### src/rtl/dmi_buffer_stage_pkg.sv
// DMI payload types shared by the buffer stage and its FIFO.
package dmi_buffer_stage_pkg;

  typedef enum logic [1:0] {
    DTM_NOP   = 2'h0,
    DTM_READ  = 2'h1,
    DTM_WRITE = 2'h2
  } dtm_op_e;

  typedef struct packed {
    logic [6:0]  addr;
    dtm_op_e     op;
    logic [31:0] data;
  } dmi_req_t;

  typedef struct packed {
    logic [31:0] data;
    logic [1:0]  resp;
  } dmi_resp_t;

  localparam int unsigned DMI_REQ_W  = $bits(dmi_req_t);
  localparam int unsigned DMI_RESP_W = $bits(dmi_resp_t);

endpackage

### src/rtl/dmi_buffer_stage_fifo.sv
// Synchronous FIFO with flush; any depth >= 1, pointers wrap modulo DEPTH.
module dmi_fifo #(
  parameter int unsigned WIDTH = 8,
  parameter int unsigned DEPTH = 2,
  parameter int unsigned LVL_W = $clog2(DEPTH + 1)
) (
  input  logic             clk,
  input  logic             rst_i,
  input  logic             flush_i,
  input  logic             push_i,
  input  logic [WIDTH-1:0] data_i,
  input  logic             pop_i,
  output logic [WIDTH-1:0] data_o,
  output logic [LVL_W-1:0] level_o,
  output logic             full_o,
  output logic             empty_o
);

  localparam int unsigned PTR_W = (DEPTH > 1) ? $clog2(DEPTH) : 1;

  logic [WIDTH-1:0] mem [DEPTH];
  logic [PTR_W-1:0] wr_ptr;
  logic [PTR_W-1:0] rd_ptr;
  logic [LVL_W-1:0] level;
  logic             do_push;
  logic             do_pop;

  function automatic logic [PTR_W-1:0] ptr_next(input logic [PTR_W-1:0] ptr);
    return (ptr == PTR_W'(DEPTH - 1)) ? '0 : ptr + PTR_W'(1);
  endfunction

  assign full_o  = (level == LVL_W'(DEPTH));
  assign empty_o = (level == '0);
  assign do_push = push_i && !full_o;
  assign do_pop  = pop_i && !empty_o;
  assign data_o  = mem[rd_ptr];
  assign level_o = level;

  always_ff @(posedge clk) begin
    if (rst_i) begin
      for (int i = 0; i < int'(DEPTH); i++) mem[i] <= '0;
      wr_ptr <= '0;
      rd_ptr <= '0;
      level  <= '0;
    end else if (flush_i) begin
      // storage is left as is; only the bookkeeping is dropped
      wr_ptr <= '0;
      rd_ptr <= '0;
      level  <= '0;
    end else begin
      if (do_push) begin
        mem[wr_ptr] <= data_i;
        wr_ptr      <= ptr_next(wr_ptr);
      end
      if (do_pop) rd_ptr <= ptr_next(rd_ptr);
      case ({do_push, do_pop})
        2'b10:   level <= level + LVL_W'(1);
        2'b01:   level <= level - LVL_W'(1);
        default: level <= level;
      endcase
    end
  end

endmodule

### src/rtl/dmi_buffer_stage.sv
// DMI buffer stage: request and response FIFOs with flush; DMI_BUF_STATS_EN adds transfer counters.
module dmi_buffer_stage
  import dmi_buffer_stage_pkg::*;
#(
  parameter int unsigned REQ_DEPTH  = 2,
  parameter int unsigned RESP_DEPTH = 2,
  parameter int unsigned CNT_W      = 16
) (
  input  logic                              clk,
  input  logic                              rst_i,
  input  logic                              dmi_clear_i,
  input  dmi_req_t                          dmi_req_i,
  input  logic                              dmi_req_valid_i,
  output logic                              dmi_req_ready_o,
  output dmi_resp_t                         dmi_resp_o,
  output logic                              dmi_resp_valid_o,
  input  logic                              dmi_resp_ready_i,
  output logic                              dmi_clear_o,
  output dmi_req_t                          dmi_req_o,
  output logic                              dmi_req_valid_o,
  input  logic                              dmi_req_ready_i,
  input  dmi_resp_t                         dmi_resp_i,
  input  logic                              dmi_resp_valid_i,
  output logic                              dmi_resp_ready_o,
  output logic [$clog2(REQ_DEPTH+1)-1:0]    req_level_o,
  output logic [$clog2(RESP_DEPTH+1)-1:0]   resp_level_o
`ifdef DMI_BUF_STATS_EN
  ,
  output logic [CNT_W-1:0]                  req_xfer_cnt_o,
  output logic [CNT_W-1:0]                  resp_xfer_cnt_o
`endif
);

  logic req_push, req_pop, req_full, req_empty;
  logic resp_push, resp_pop, resp_full, resp_empty;
  logic [DMI_REQ_W-1:0]  req_head;
  logic [DMI_RESP_W-1:0] resp_head;

  // ready depends only on registered occupancy, never on the far side's ready
  assign dmi_req_ready_o  = !rst_i && !req_full && !dmi_clear_i;
  assign dmi_resp_ready_o = !rst_i && !resp_full && !dmi_clear_i;

  assign req_push  = dmi_req_valid_i && dmi_req_ready_o;
  assign req_pop   = dmi_req_valid_o && dmi_req_ready_i;
  assign resp_push = dmi_resp_valid_i && dmi_resp_ready_o;
  assign resp_pop  = dmi_resp_valid_o && dmi_resp_ready_i;

  assign dmi_req_valid_o  = !req_empty;
  assign dmi_resp_valid_o = !resp_empty;
  assign dmi_req_o        = dmi_req_t'(req_head);
  assign dmi_resp_o       = dmi_resp_t'(resp_head);

  dmi_fifo #(
    .WIDTH (DMI_REQ_W),
    .DEPTH (REQ_DEPTH)
  ) u_req_fifo (
    .clk     (clk),
    .rst_i   (rst_i),
    .flush_i (dmi_clear_i),
    .push_i  (req_push),
    .data_i  (DMI_REQ_W'(dmi_req_i)),
    .pop_i   (req_pop),
    .data_o  (req_head),
    .level_o (req_level_o),
    .full_o  (req_full),
    .empty_o (req_empty)
  );

  dmi_fifo #(
    .WIDTH (DMI_RESP_W),
    .DEPTH (RESP_DEPTH)
  ) u_resp_fifo (
    .clk     (clk),
    .rst_i   (rst_i),
    .flush_i (dmi_clear_i),
    .push_i  (resp_push),
    .data_i  (DMI_RESP_W'(dmi_resp_i)),
    .pop_i   (resp_pop),
    .data_o  (resp_head),
    .level_o (resp_level_o),
    .full_o  (resp_full),
    .empty_o (resp_empty)
  );

  always_ff @(posedge clk) begin
    if (rst_i) dmi_clear_o <= 1'b0;
    else       dmi_clear_o <= dmi_clear_i;
  end

`ifdef DMI_BUF_STATS_EN
  // a pop coinciding with a clear is discarded, so it is not counted either
  always_ff @(posedge clk) begin
    if (rst_i) begin
      req_xfer_cnt_o  <= '0;
      resp_xfer_cnt_o <= '0;
    end else if (!dmi_clear_i) begin
      if (req_pop)  req_xfer_cnt_o  <= req_xfer_cnt_o + CNT_W'(1);
      if (resp_pop) resp_xfer_cnt_o <= resp_xfer_cnt_o + CNT_W'(1);
    end
  end
`endif

endmodule

### config.mk
export PLATFORM = sky130hd
export DESIGN_NAME = dmi_buffer_stage
export DESIGN_NICKNAME = d
export VERILOG_FILES = /design/src/rtl/dmi_buffer_stage_pkg.sv /design/src/rtl/dmi_buffer_stage_fifo.sv /design/src/rtl/dmi_buffer_stage.sv
export SDC_FILE = /design/constraint.sdc
export NUM_CORES = 1
export LEC_CHECK = 0
export BUFFER_PORTS_ARGS = -buffer_cell sky130_fd_sc_hd__clkbuf_2
export CAP_MARGIN = 30
export CELL_PAD_IN_SITES_DETAIL_PLACEMENT = 0
export CELL_PAD_IN_SITES_GLOBAL_PLACEMENT = 1
export CORE_ASPECT_RATIO = 1.2
export CORE_MARGIN = 2
export CORE_UTILIZATION = 44
export DETAILED_ROUTE_END_ITERATION = 8
export GPL_TIMING_DRIVEN = 0
export PLACE_DENSITY = 0.79
export SLEW_MARGIN = 20
export SYNTH_ARGS = -nofsm -noshare
export SYNTH_HDL_FRONTEND = slang
export SYNTH_SLANG_ARGS = --single-unit
### constraint.sdc
create_clock -name clk -period 4.1 [get_ports clk]
set_input_delay 1.23 -clock clk [delete_from_list [all_inputs] [get_ports clk]]
set_output_delay 1.23 -clock clk [all_outputs]
set_load 0.1 [all_outputs]
==> reports/results.ini <==
[clock_network]
clk_latency_ns=0.42
cts_tree=done
cts_root_buffer=clkbuf_16
htree_levels=4
cts_inserted_buffers=17
clk_pin_slew_ns=0.06
cts_buffer_depth=2
cts_resized=0
ctsHoldBuffers=0
cts_sinks=161
cts_setup_buffers=0

[place]
dpl_worst_slack_ns=0.2099
place_congestion=0.7288
dp_hpwl_um=9764
port_buffers=165

[global_routing]
grt.total_usage_pct=16.89
grt_max_degree=26
antenna_found_initial=1
grt_pass1_vias=4470
grt.overflow.total=0
grt_first_pass_wirelength_um=21750

[detailed_routing]
drt_iter0_drc=168
drc_errors=0
detail_route.wl_per_cell_um=15.76
dr.pass1.iters=4
via_per_inst=4.798
wl_um=13720
ant_nets=0
vias=4179

[critical_path]
cp_max_fo=10
critPathRequiredTime_ns=2.87
rr_startpoint=u_req_fifo.level_o[0]
start_kind=input pin
arrival_ns=2.65
r2r_end=u_req_fifo.mem[0][20]
cp-end-kind=primary output
critPathKind=input pin to primary output
worstRegToRegCells=4
endpoint=dmi_req_ready_o
crit_path_start=rst_i
reg2reg_setup_slack_ns=1.92

[cells_and_area]
diodes=0
fill_cells=1291
fin_nets=735
final_common_cell=clkbuf_2
final_cell_mix=clkbuf_2 (165), and2_1 (150), edfxtp_1 (150)
areaGrowthSynthToFinish_pct=24.10
drive_gt1_share_pct=44.04

[sta]
hold_viol_final=0
finalMaxSlewViolations=0
worst_pin_slew_ns=0.6212
rsz0062_at_grt=no
skew_ns=0.009081
setup_viol=0
max_clock_freq_ghz=0.2580
setup_slack_ns=0.2242
fin_hold_ws_ns=0.5157
relSlewSlack_pct=58.58
min_period_ns=3.876
fin_crit_sh_pct=94.53

[flow_run]
maxCapViolCount=0

[synthesis]
synth_xor_area_share_pct=0.7488
synth_area_sq_um=7018
synthAdderAreaFrac_pct=0.3566
syn_area_per_cell_sq_um=15.16
synth_top_family_by_area=simple AND/OR/NAND/NOR gates
yosysSeqAreaShare_pct=67.32
synth_cells=463
ys_ff_latch=161
synth_nets=547
synth_simple_gate_area_share_pct=16.30
synthMuxAreaShare_pct=12.03
synth_compound_area_share_pct=0.7845
synth_warnings=0
synth_cell_types=24

[floorplan]
die_height_um=142.3
rows=50
dieArea_sq_um=16980
start_util_pct=45.05
io_pins=166
core_sq_um=15580
floorplan.die.width_um=119.3

[power_and_ir_drop]
p_per_area_nw_per_um2=449.5
totalPowerFinal_uw=3915
ir_drop_v=0.0002393
leakagePower_uw=0.003600

[worst_hold_path]
hold_class=register to register
hp-start=u_resp_fifo.rd_ptr

[status]
status=completed

[state kept, by name (all words and copies together), names as in the netlist, named ones only]
register / flops
dmi_clear_o: 1
u_req_fifo.level_o: 2
u_req_fifo.mem: 82
u_req_fifo.rd_ptr: 1
u_req_fifo.wr_ptr: 1
u_resp_fifo.level_o: 2
u_resp_fifo.mem: 68
u_resp_fifo.rd_ptr: 1
u_resp_fifo.wr_ptr: 1
[critical path: stages]
cell	delay, ns
clkbuf_2	0.14
or2_1	0.25
buf_6	0.14
clkbuf_1	0.23
nor2_1	0.18
clkbuf_2	0.47
[worst min path at each step]
stage | end | slack, ns | depth (start not counted)
floorplan | register | 0.48 | 2
CTS | u_req_fifo.rd_ptr | 0.52 | 2
detailed placement | u_req_fifo.rd_ptr | 0.51 | 2
global route | u_req_fifo.wr_ptr | 0.55 | 2
global placement | u_resp_fifo.rd_ptr | 0.50 | 2
finish | u_resp_fifo.rd_ptr | 0.52 | 2
[per-stage QoR]
stage	setup TNS, ns	area, sq um	cells	util, %
final	0	8710	871	55.91
after global routing	0	8710	871	55.91
after CTS	0	8710	871	55.91
after detailed placement	0	8192	840	52.59
after global placement	-6.970	8104	836	52.02
after floorplan	-0.3772	7018	463	-
[power breakdown]
| part | leakage [uW] | internal, uW | switching [uW] |
|---|---|---|---|
| clock | 0.000239 | 767 | 621 |
| sequential | 0.00165 | 1880 | 19.6 |
| combinational | 0.00171 | 132 | 500 |
| total | 0.00360 | 2770 | 1140 |
[cell usage after synthesis]
| master | instances | area, sq um |
|---|---|---|
| buf_6 | 8 | 90.09 |
| nor2_1 | 9 | 33.78 |
| xor2_1 | 2 | 17.52 |
| nor2b_1 | 2 | 12.51 |
| dfxtp_1 | 11 | 220.2 |
| clkbuf_1 | 12 | 45.04 |
| o21ai_0 | 4 | 20.02 |
| or3_1 | 4 | 25.02 |
| o21a_1 | 2 | 15.01 |
| or2_2 | 2 | 12.51 |
| and4_1 | 2 | 17.52 |
| nand3_1 | 2 | 10.01 |
| nor4_4 | 2 | 42.54 |
| inv_1 | 2 | 7.510 |
| nand2b_1 | 2 | 12.51 |
| ha_1 | 2 | 25.02 |
| and2_1 | 150 | 938.4 |
| a21oi_1 | 4 | 20.02 |
| xnor2_1 | 4 | 35.03 |
| mux2_2 | 75 | 844.6 |
| or2_1 | 5 | 31.28 |
| and2b_1 | 1 | 7.510 |
| edfxtp_1 | 150 | 4504 |
| buf_2 | 6 | 30.03 |
[kinds of logic after synthesis]
logic type | after synthesis
AO/OA/AOI/OAI | 10
AND/OR/NAND/NOR | 181
XOR/XNOR | 6
adder cells (fa/ha/maj) | 2
buffers and inverters | 28
flip-flops | 161
multiplexers | 75
[cell type report]
| cell class | instances | area [sq um] | share of cell area, % |
|---|---|---|---|
| inverter | 2 | 7.507 | 0.08619 |
| clock buffer | 18 | 429.2 | 4.927 |
| sequential | 161 | 4725 | 54.25 |
| buffer | 26 | 165.2 | 1.896 |
| timing repair buffer | 169 | 913.4 | 10.49 |
| tap | 208 | 260.3 | 2.988 |
| multi-input combinational | 274 | 2121 | 24.35 |
| clock inverter | 13 | 88.84 | 1.020 |
[layer usage]
layer	part of all wire (%)	GRT usage, %	up-vias
met1	39	18.11	2011
met3	8.5	7.051	17
li1	-	-	2016
met4	1.2	5.759	0
met5	0	0	-
met2	52	30.07	135
No activity file was read; power rests on OpenSTA's default activity.
